[src/rtl/mux16_rr_scheduler.sv]
// mux16_rr_scheduler: round-robin arbiter that drives the select lines of a
// 16:1 mux and samples the mux output while a requester holds the grant.
// A grant lasts until its request drops or HOLD_MAX cycles have elapsed.
// Every grant is followed by one RELEASE cycle and one IDLE cycle.
//
// state   | meaning
// --------+-----------------------------------------------------------
// IDLE    | no grant; arbitrate from ptr+1 when en is high
// GRANT   | sel/gnt drive the mux; mux_y is sampled into dout each cycle
// RELEASE | one-cycle gap; the released index becomes lowest priority
module mux16_rr_scheduler #(
    parameter int unsigned HOLD_MAX = 8
) (
    input  logic        clk,
    input  logic        rst,
    input  logic        en,
    input  logic [15:0] req,
    input  logic        mux_y,
    output logic [3:0]  sel,
    output logic [15:0] gnt,
    output logic        busy,
    output logic        dout,
    output logic        dout_vld
);

    typedef enum logic [1:0] {
        IDLE    = 2'd0,
        GRANT   = 2'd1,
        RELEASE = 2'd2
    } state_t;

    localparam logic [7:0] HOLD_LAST = 8'(HOLD_MAX - 1);

    state_t      state, state_nxt;
    logic [3:0]  ptr, ptr_nxt;
    logic [7:0]  hold_cnt, hold_nxt;
    logic [3:0]  sel_nxt;
    logic [15:0] gnt_nxt;
    logic        busy_nxt;
    logic        dout_nxt;
    logic        dout_vld_nxt;
    logic [3:0]  winner;
    logic [3:0]  cand;
    logic        found;

    // Rotating priority search: the first request after ptr wins, so the
    // index released last is the final candidate considered.
    always_comb begin
        winner = 4'd0;
        found  = 1'b0;
        cand   = 4'd0;
        for (int i = 1; i <= 16; i++) begin
            cand = ptr + 4'(i);
            if (!found && req[cand]) begin
                winner = cand;
                found  = 1'b1;
            end
        end
    end

    // Next-state and next-output logic; every output is registered below.
    always_comb begin
        state_nxt    = state;
        ptr_nxt      = ptr;
        hold_nxt     = hold_cnt;
        sel_nxt      = sel;
        gnt_nxt      = gnt;
        busy_nxt     = busy;
        dout_nxt     = dout;
        dout_vld_nxt = 1'b0;
        case (state)
            IDLE: begin
                gnt_nxt  = 16'd0;
                busy_nxt = 1'b0;
                if (en && found) begin
                    state_nxt = GRANT;
                    sel_nxt   = winner;
                    gnt_nxt   = 16'd1 << winner;
                    busy_nxt  = 1'b1;
                    hold_nxt  = 8'd0;
                end
            end
            GRANT: begin
                dout_nxt     = mux_y;
                dout_vld_nxt = 1'b1;
                if (hold_cnt != HOLD_LAST) begin
                    hold_nxt = hold_cnt + 8'd1;
                end
                // en is deliberately not consulted: a grant always runs to
                // completion once issued.
                if (!req[sel] || (hold_cnt == HOLD_LAST)) begin
                    state_nxt = RELEASE;
                    gnt_nxt   = 16'd0;
                    busy_nxt  = 1'b0;
                end
            end
            RELEASE: begin
                state_nxt = IDLE;
                ptr_nxt   = sel;
                gnt_nxt   = 16'd0;
                busy_nxt  = 1'b0;
            end
            default: begin
                state_nxt = IDLE;
                gnt_nxt   = 16'd0;
                busy_nxt  = 1'b0;
            end
        endcase
    end

    // State and output registers; reset abandons any grant in flight.
    always_ff @(posedge clk) begin
        if (rst) begin
            state    <= IDLE;
            ptr      <= 4'hF;
            hold_cnt <= 8'd0;
            sel      <= 4'd0;
            gnt      <= 16'd0;
            busy     <= 1'b0;
            dout     <= 1'b0;
            dout_vld <= 1'b0;
        end else begin
            state    <= state_nxt;
            ptr      <= ptr_nxt;
            hold_cnt <= hold_nxt;
            sel      <= sel_nxt;
            gnt      <= gnt_nxt;
            busy     <= busy_nxt;
            dout     <= dout_nxt;
            dout_vld <= dout_vld_nxt;
        end
    end

endmodule
[config.mk]
export PLATFORM = sky130hd
export DESIGN_NAME = mux16_rr_scheduler
export DESIGN_NICKNAME = d
export VERILOG_FILES = /design/src/rtl/mux16_rr_scheduler.sv
export SDC_FILE = /design/constraint.sdc
export NUM_CORES = 1
export LEC_CHECK = 0
export ABC_AREA = 1
export CAP_MARGIN = 5
export CORE_ASPECT_RATIO = 2
export CORE_MARGIN = 2
export CORE_UTILIZATION = 40
export CTS_CLUSTER_SIZE = 40
export DETAILED_ROUTE_END_ITERATION = 8
export PLACE_DENSITY = 0.68
export SYNTH_ARGS = -nofsm -noshare
export SYNTH_HDL_FRONTEND = slang
export SYNTH_SLANG_ARGS = --single-unit
[constraint.sdc]
create_clock -name clk -period 6.9 [get_ports clk]
set_clock_uncertainty 0.2 [all_clocks]
set_input_delay 1.725 -clock clk [delete_from_list [all_inputs] [get_ports clk]]
set_output_delay 1.725 -clock clk [all_outputs]
set_load 0.01 [all_outputs]
# Word-level counts from Yosys, hierarchy flattened
# Index checks and enable logic that the tools add are counted.
[word_totals] regBits=37 inputBits=20
[op_classes] add_sub_neg=16 n_lt_le_gt_ge=17 eq_ne=7 shifts=1 n_mux=79 reduce_logical=38
[op_table] cell="less-than comparator 4 x 5 -> 1 bit, second input constant" count=17
[op_table] cell="binary-select mux 1 bit (select 4 bit)" count=17
[op_table] cell="2-to-1 mux 4 bit" count=16
[op_table] cell="2-to-1 mux 1 bit" count=36
[op_table] cell="adder 4 bit, second input constant" count=8
[op_table] cell="2-to-1 mux 16 bit" count=2
[op_table] cell="case mux 16 bit (2 select lines)" count=1
[op_table] cell="adder 4 x 3 -> 4 bit, second input constant" count=4
[op_table] cell="logical AND 1 bit" count=16
[op_table] cell="logical NOT 1 bit" count=16
[op_table] cell="2-to-1 mux 8 bit" count=2
[op_table] cell="case mux 8 bit (2 select lines)" count=1
[op_table] cell="left shift 1 x 4 -> 16 bit, first input constant" count=1
[op_table] cell="adder 4 x 2 -> 4 bit, second input constant" count=2
[op_table] cell="adder 8 x 1 -> 8 bit, second input constant" count=1
[op_table] cell="== test 8 x 3 -> 1 bit, second input constant" count=1
[op_table] cell="!= test 8 x 3 -> 1 bit, second input constant" count=1
[op_table] cell="!= test 2 bit, second input constant" count=3
[op_table] cell="adder 4 x 1 -> 4 bit, second input constant" count=1
[op_table] cell="2-to-1 mux 2 bit" count=2
[op_table] cell="case mux 2 bit (2 select lines)" count=1
[op_table] cell="AND reduction 2 bit" count=2
[op_table] cell="AND reduction 3 bit" count=1
[op_table] cell="== test 2 x 1 -> 1 bit, second input constant" count=1
[op_table] cell="5 further kinds" count=5

# Longest topological paths before layout
# Gate-level depths: netlist of run 1.
[depth] ltp_word=52 mapped_depth=31 depth_no_buf=30

# Worst setup path after synthesis of run 1
# No wires, ideal clock.
[synth_timing] kind="in2reg" startpoint="input port req[6]" endpoint="register hold_cnt[4]" setup_time_ps=121 t_arrival_ps=3790 required_time_ps=6579 path_slack_ps=2789 path_stages=19 path_cell_list="nand2_1 nand3_1 nand3_1 nand2_1 nand2_1 nand2_1 nor2_4 nand4_2 nor2_4 nand4_2 nor2_4 nand3_2 nor3_4 nand3b_1 nand2_1 o21ai_1 nand4_1 xor2_1 nor2_1"
[synth_between] elab_chain_len=51 word_cells_on_any_way=81
[synth_lines] item="start: declaration" line="17" rtl="input logic [15:0] req,"
[synth_lines] item="binary-select mux 1 bit (select 4 bit)" line="54" rtl="if (!found && req[cand]) begin"
[synth_lines] item="2-to-1 mux 1 bit (not written as such)" line="54"
[synth_lines] item="2-to-1 mux 1 bit" line="54"
[synth_lines] item="logical NOT 1 bit" line="54"
[synth_lines] item="logical AND 1 bit" line="54"
[synth_lines] item="2-to-1 mux 1 bit" line="54"
[synth_lines] item="logical NOT 1 bit" line="54"
[synth_lines] item="logical AND 1 bit" line="54"
[synth_lines] item="[35 not listed]"
[synth_lines] item="logical AND 1 bit" line="54"
[synth_lines] item="2-to-1 mux 1 bit" line="54"
[synth_lines] item="logical NOT 1 bit" line="54"
[synth_lines] item="logical AND 1 bit" line="54"
[synth_lines] item="2-to-1 mux 1 bit *" line="54"
[synth_lines] item="logical AND 1 bit *" line="75" rtl="if (en && found) begin"
[synth_lines] item="!= test 2 bit (no line) *"
[synth_lines] item="AND reduction 3 bit (no line) *"
[synth_lines] item="end signal: assignment" line="125" rtl="hold_cnt <= hold_nxt;"
[synth_lines] item="end: declaration" line="36" rtl="logic [7:0] hold_cnt, hold_nxt;"
# Every way passes the cells marked *; elsewhere a longest branch is shown, timed or not. The select of a mux whose other input is x is not followed.
# A chain may end at the register's enable or synchronous reset.

# Final worst setup path of run 1
[layout_timing] startpoint="register ptr[0]" endpoint="register gnt[1]"
[layout_between] elab_chain_len=52 word_cells_on_any_way=113
[layout_lines] item="start: declaration" line="35" rtl="logic [3:0] ptr, ptr_nxt;"
[layout_lines] item="start signal: assignment" line="124" rtl="ptr <= ptr_nxt;"
[layout_lines] item="adder 4 x 1 -> 4 bit" line="53" rtl="cand = ptr + 4'(i);"
[layout_lines] item="binary-select mux 1 bit (select 4 bit)" line="54"
[layout_lines] item="2-to-1 mux 1 bit (not written as such)" line="54"
[layout_lines] item="2-to-1 mux 1 bit" line="54"
[layout_lines] item="logical NOT 1 bit" line="54"
[layout_lines] item="logical AND 1 bit" line="54"
[layout_lines] item="2-to-1 mux 1 bit" line="54"
[layout_lines] item="logical NOT 1 bit" line="54"
[layout_lines] item="[36 not listed]"
[layout_lines] item="logical AND 1 bit" line="54"
[layout_lines] item="2-to-1 mux 1 bit" line="54"
[layout_lines] item="logical NOT 1 bit" line="54"
[layout_lines] item="logical AND 1 bit" line="54"
[layout_lines] item="2-to-1 mux 4 bit or 2-to-1 mux 1 bit (tied branches)" line="54"
[layout_lines] item="left shift 1 x 4 -> 16 bit or logical AND 1 bit (tied branches)" line="78, 75"
[layout_lines] item="2-to-1 mux 16 bit *" line="75"
[layout_lines] item="case mux 16 bit (2 select lines) *" line="71" rtl="case (state)"
[layout_lines] item="end signal: assignment" line="127" rtl="gnt <= gnt_nxt;"
[layout_lines] item="end: declaration" line="20" rtl="output logic [15:0] gnt,"
# Marks and branches as above.

==> impl_results.md, run 1 <==
* Main synth FF type: dfxtp_1
* Psw at a little over 700 µW
* CTS tree: done
* Reg2reg end: gnt[1]
* Die Area at ~0.0091 mm²
* Clk pin slew, worst setup/hold paths at approximately 0.060 ns
* Clock share of power at 0.191
* Endpoints failing hold at 0
* # diodes at 0
* #FFs+latches synth at 37
* Max stage delay cell, worst path: dfxtp_1
* Maximum clock frequency at about 200 MHz
* Setup WS pre-CTS at 1.57 ns
* Worst setup margin at 1.78 ns
* Post-synthesis sequential area ratio at 0.224
* Post-route antenna net violation count at 0
* Outcome: complete, no violations
* All-layer global routing usage at 0.289
* Via density at 5.55
* Sw Ratio at 0.513
* CTS H-tree lvls at 2
* Port Buffers at 42
* Antenna violations before repair at 0
* Syn avg cell area at a little under 6 µm²
* Routed vias at 3915
* Total Nets Final at between 600 and 700
* Total wire length at between 10000 and 15000 µm
* Smallest hold slack at ~0.26 ns
* Unique cell type count in the Yosys netlist at 43
* Worst slew margin at 0.497
* Crit-path cells: inv_2, ha_1, inv_1, nand3_1, nand3_1, nand2_1, nand2_1, nand2_1, nor2_4, nand4_2, nor2_4, nand4_2, nor2_4, nand3_2, nor3_4, nand3_1, nand4_1, nand2_1, nand2_2, inv_2, nor2_2, nand2_1, o21bai_1
* Worst Hold Launch: gnt[12]
* Pwr/cell area at 355 mW/mm²
* Setup CP Type: reg -> reg
* Mapped Cells at 566
* Fin util at 0.488
* Core area at a little over 0.008 mm²
* Worst-Margin Slew at about 0.75 ns
* # hold bufs at CTS at 0
* Hold path depth at 2
* Hold Crit Endpoint: gnt[12]
* Max Cap Violations at 0
* Crit path time final at roughly 5.1 ns
* Worst Path Max Fanout at 24
* Clock sink count at 37
* Iter 0 DRT Violations at between 200 and 300
* Largest net degree at the start of global routing at 25
* Rows at 47
* Share of cells above drive strength 1 at 0.0511
* Avg WL per Cell at 16.9 µm
* Syn Std Cell Area at 0.00331 mm²
* Worst r2r path cells at 23
* Post-synth EDFFs at 0
* Initial Util at 0.405
* Max incr delay on CP at a little over 0.8 ns
* Fin crit share at 0.743
* Vias in the first global route at around 4000
* Worst path most repeated cell: nand2_1
* CTS max path bufs at 2
* Lkg Pwr at around 0.0019 µW
* Startpoint types: flip-flop
* Fill count at about 840
* Final setup vio count at 0
* Non-Filler Instances at 705
* Final Slew Violations at 0
* CTS root buffer: clkbuf_16
* P_int at between 600 and 700 µW
* Worst-Skew Late Latency at between 0.2 and 0.3 ns
* Critical Path Start: ptr[0]
* Drt pass-1 iters at 5
* Comb power frac at 0.610
* DR DRC count at 0
* Cells after DPL at approximately 700
* Routability congestion estimate from global placement at 1.05
* Worst Hold Class: reg -> reg
* Post-CTS Setup Bufs at 0
* HPWL Detailed at 9870 µm
* First-pass GRT wire length at between 15000 and 20000 µm
* Area growth syn-to-layout at 20.3%
* Total grt overflow at 0
* Reg area at 741 µm²
* Worst EP arrival at roughly 5 ns
* Mapped Nets at ~600
* Die Y at between 100 and 150 µm
* TNS Setup at 0 ns
* Critical Path End Type: flip-flop
* Multi-input logic area at approximately 0.0022 mm²
* CTS Buf Count at 5
* Sequential share of power at 0.199
* Critical Path RT at 6.91 ns
* Max VDD drop at 0.298 mV
* Resize count post-CTS at 0
* Ys Warns at 0
* FFs w/ async S/R, synth at 0
* Worst r2r src: ptr[0]
* # IOs at 43
* Die X-Extent at ~68 µm
* Flop-to-flop setup slack at roughly 1.8 ns
* RSZ-0062 raised after global routing: no
## worst max path at each step
stage | endpoint | slack, ns | cells after the start
detailed placement | gnt[1] | 1.57 | 22
finish | gnt[1] | 1.78 | 23
global route | gnt[1] | 1.22 | 23
global placement | gnt[1] | 1.58 | 22
floorplan | hold_cnt[4] | 2.79 | 19
CTS | gnt[1] | 1.81 | 23
## synthesized netlist by cell type, types with 3 or more instances
cell type  number  area [µm²]
o22ai_1         4        25.0
nor2_1         53         199
nor2_4          3        33.8
nand4_2         3        37.5
nand2_2         4        25.0
a21oi_1        18        90.1
nand3b_1        3        22.5
nand3_1        91         455
clkinv_1        3        11.3
nand2_1       173         649
buf_2           7        35.0
o21ai_1         9        45.0
a221oi_1        3        26.3
o21ai_0        15        75.1
nand4_1        15        93.8
inv_2           4        15.0
nor3_1          5        25.0
xor2_1         10        87.6
o21bai_1        8        60.1
dfxtp_1        37         741
inv_1          63         236
ha_1            9         113
## state kept, by name, indices dropped and copies added, names as in the netlist
name / cells
gnt: 16
sel: 4
busy: 1
hold_cnt: 8
state: 2
dout_vld: 1
dout: 1
ptr: 4
## cells by family (layout without fill, tap and decap cells)
| family | Yosys count | count (layout) | share of synthesized area |
|---|---|---|---|
| buf+inv | 81 | 122 | 0.0978 |
| simple gates | 361 | 361 | 0.493 |
| xor+xnor | 11 | 11 | 0.0314 |
| fa+ha+maj | 9 | 9 | 0.0340 |
| flops | 37 | 37 | 0.224 |
| compound gates | 67 | 67 | 0.121 |
## power groups by stage
stage | logic, µW | clock network (µW) | registers [µW]
final | 864 | 270 | 282
after global routing | 966 | 279 | 287
after CTS | 850 | 271 | 282
after detailed placement | 847 | 0 | 286
after global placement | 840 | 0 | 286
after floorplan | 591 | 0 | 276
## through the flow
step                cell area, µm²  power [µW]
floorplan                     3310         867
global placement              3810        1130
detailed placement            3810        1130
CTS                           3990        1400
global route                  3990        1530
finish                        3990        1420
## per-layer routing
metal  GRT usage  vias up  routed length, µm
met3      0.0451       68                509
li1            -     1941                  -
met5           0        -                  0
met4       0.252        0               1210
met1       0.267     1757               3850
met2       0.509      149               6370
## critical path: cells and delay by family, from the launching register on
kind | cells | cell delay [ns]
simple gates | 18 | 2.58
compound gates | 1 | 0.16
flops | 1 | 0.81
fa+ha+maj | 1 | 0.57
buf+inv | 3 | 0.75
## cell usage in the layout, fill, tap and decap left out, types with 2 or more instances in the layout
| master | instances |
|---|---|
| o21ai_1 | 9 |
| nor3_1 | 5 |
| or2_2 | 2 |
| nand3_1 | 91 |
| o21ai_0 | 15 |
| nand4_1 | 15 |
| xor2_1 | 10 |
| nor2_4 | 3 |
| o22ai_1 | 4 |
| inv_1 | 63 |
| a21oi_1 | 18 |
| nor2_1 | 53 |
| buf_4 | 2 |
| nand3b_1 | 3 |
| o211ai_1 | 2 |
| clkinv_1 | 3 |
| ha_1 | 9 |
| a22oi_1 | 2 |
| nand2_1 | 173 |
| o21bai_1 | 8 |
| nand4_2 | 3 |
| clkdlybuf4s50_1 | 42 |
| nand2_2 | 4 |
| a221oi_1 | 3 |
| dfxtp_1 | 37 |
| clkbuf_16 | 5 |
| inv_2 | 4 |
| o21a_1 | 2 |
## final cells by class
class,count,share of cell area
clock buffer,6,0.0349
clock inverter,2,0.00942
inverter,70,0.0659
multi-input combinational,448,0.564
sequential,37,0.186
tap,98,0.0308
timing repair buffer,44,0.109
No activity file was read; power rests on OpenSTA's default activity.
==> inputs of run 2 (changes only) <==
==> constraint.sdc (replaced) <==
create_clock -name clk -period 5.08 [get_ports clk]
set_clock_uncertainty 0.2 [all_clocks]
set_input_delay 1.27 -clock clk [delete_from_list [all_inputs] [get_ports clk]]
set_output_delay 1.27 -clock clk [all_outputs]
set_load 0.01 [all_outputs]
==> impl_results.md, run 2 (synthesized netlist as in run 1, its figures left out) <==
* Final Slew Violations at 0 (unchanged)
* Via density at 5.60 (was 5.55)
* CTS root buffer: clkbuf_16 (unchanged)
* # hold bufs at CTS at 0 (unchanged)
* Worst slew margin at 0.520 (was 0.497)
* RSZ-0062 raised after global routing: no (unchanged)
* Total Nets Final at 638 (was 635)
* Post-CTS Setup Bufs at 0 (unchanged)
* Clock sink count at 37 (unchanged)
* Worst-Margin Slew at 0.719 ns (was 0.754 ns)
* Largest net degree at the start of global routing at 24 (was 25)
* Clk pin slew, worst setup/hold paths at 0.06 ns (about the same)
* Flop-to-flop setup slack at 0.45 ns (was 1.78 ns)
* # IOs at 43 (unchanged)
* Die X-Extent at 68.3 µm (unchanged)
* Crit path time final at 4.63 ns (was 5.12 ns)
* CTS tree: done (unchanged)
* Smallest hold slack at 0.267 ns (was 0.259 ns)
* Worst setup margin at 0.448 ns (was 1.78 ns)
* Critical Path RT at 5.08 ns (was 6.91 ns)
* Iter 0 DRT Violations at 307 (was 290)
* Core area at 0.00817 mm² (unchanged)
* Post-route antenna net violation count at 0 (unchanged)
* Port Buffers at 42 (unchanged)
* Total grt overflow at 0 (unchanged)
* Max Cap Violations at 0 (unchanged)
* Max VDD drop at 0.328 mV (was 0.298 mV)
* Rows at 47 (unchanged)
* HPWL Detailed at 9550 µm (was 9870 µm)
* Setup CP Type: reg -> reg (unchanged)
* Worst EP arrival at 4.64 ns (was 5.14 ns)
* CP Buf/Inv Count at 4 (was 3)
* Endpoints failing hold at 0 (unchanged)
* Top flop regs: gnt x16, hold_cnt x8 (unchanged)
* Crit-path cells: inv_1, buf_4, ha_1, inv_1, nand3_1, nand2_1, nand2_1, nand2_2, nor2_4, nand4_2, nor2_4, nand4_2, nor2_4, nand3_2, nor3_4, nand2_1, inv_1, nand2_1, nand2_1, nor2_1, nor2_1, nand2_1, o21bai_1 (was inv_2, ha_1, inv_1, nand3_1, nand3_1, nand2_1, nand2_1, nand2_1, nor2_4, nand4_2, nor2_4, nand4_2, nor2_4, nand3_2, nor3_4, nand3_1, nand4_1, nand2_1, nand2_2, inv_2, nor2_2, nand2_1, o21bai_1)
* DP Area at 0.00383 mm² (was 0.00381 mm²)
* Worst Hold Launch: gnt[14] (was gnt[12])
* Die Area at 0.00907 mm² (unchanged)
* DR DRC count at 0 (unchanged)
* Commonest non-fill, non-tap cell in the layout: nand2_1 (unchanged)
* Worst Hold Class: reg -> reg (unchanged)
* CTS H-tree lvls at 2 (unchanged)
* Final setup vio count at 0 (unchanged)
* Fin area at 0.00400 mm² (was 0.00399 mm²)
* CTS max path bufs at 2 (unchanged)
* Max incr delay on CP at 0.78 ns (was 0.81 ns)
* Drt pass-1 iters at 5 (unchanged)
* Area growth syn-to-layout at 20.9% (was 20.3%)
* Critical path depth in cells at 23 (unchanged)
* Maximum clock frequency at 216 MHz (was 195 MHz)
* Hold path depth at 2 (unchanged)
* Worst r2r src: ptr[1] (was ptr[0])
* All-layer global routing usage at 0.277 (was 0.289)
* Hold Crit Endpoint: gnt[14] (was gnt[12])
* Initial Util at 0.405 (unchanged)
* Reg2reg end: gnt[2] (was gnt[1])
* CTS Buf Count at 5 (unchanged)
* Pwr/cell area at 480 mW/mm² (was 355 mW/mm²)
* Resize count post-CTS at 0 (unchanged)
* # diodes at 0 (unchanged)
* Delay-heaviest family, CP: simple AND/OR/NAND/NOR gates (unchanged)
* Avg WL per Cell at 16.9 µm (about the same)
* Fin crit share at 0.912 (was 0.743)
* Worst r2r path cells at 23 (unchanged)
* Worst path most repeated cell: nand2_1 (unchanged)
* Total wire length at 12000 µm (was 11900 µm)
* Die Y at 133 µm (unchanged)
* Routability congestion estimate from global placement at 1.00 (was 1.05)
* TNS Setup at 0 ns (unchanged)
* Routed vias at 3963 (was 3915)
* Outcome: complete, no violations (unchanged)
* Worst Path Max Fanout at 17 (was 24)
* Critical Path Start: ptr[1] (was ptr[0])
* Share of cells above drive strength 1 at 0.0541 (was 0.0511)
* Commonest cells after routing, fill and taps aside: nand2_1, nand3_1, inv_1 (unchanged)
* Lkg Pwr at 0.00190 µW (was 0.00188 µW)
* Setup WS pre-CTS at 0.453 ns (was 1.57 ns)
* Most flop-heavy register: gnt (unchanged)
* Vias in the first global route at 4045 (was 3970)
* Startpoint types: flip-flop (unchanged)
* Critical Path End Type: flip-flop (unchanged)
* Max stage delay cell, worst path: dfxtp_1 (unchanged)
* Worst-Skew Late Latency at 0.28 ns (was 0.29 ns)
* Max reg flops at 16 (unchanged)
* Antenna violations before repair at 0 (unchanged)
* First-pass GRT wire length at 18900 µm (was 19500 µm)
## run 2: cell types whose count changed in the layout (fill, tap and decap cells not counted)
cell,before,now
buf_4,2,5
clkbuf_1,0,1
clkinvlp_4,1,0
## run 2: worst max-delay path by stage
stage | end
floorplan | hold_cnt[4]
global placement | gnt[6]
detailed placement | gnt[3]
CTS | gnt[2]
global route | gnt[1]
finish | gnt[2]
## run 2: layout make-up
class / instances / area, µm²
sequential: 37 / 741
clock buffer: 7 / 143
multi-input combinational: 448 / 2250
clock inverter: 1 / 30.0
timing repair buffer: 47 / 458
fill: 860 / 4170
inverter: 70 / 263
tap: 98 / 123
## run 2: power breakdown
group	switching (µW)	internal [µW]
clock	116	245
combinational	807	369
sequential	53.6	330
## run 2: per-stage QoR
step                      cells   util  total power (µW)
final                       708  0.490              1920
after global placement      700  0.469              1530
after CTS                   708  0.490              1910
after floorplan             566      -              1180
after detailed placement    700  0.469              1540
after global routing        708  0.490              2060
## run 2: tightest hold or removal path, cell delays in order (launching register included)
cell and delay, ns:
dfxtp_1 0.31, nand2_1 0.06, o21ai_1 0.05
## run 2: metal layers
layer | wire, µm | track usage
met5 | 0 | 0
met2 | 6420 | 0.504
met1 | 4120 | 0.260
met4 | 1020 | 0.223
met3 | 408 | 0.0247
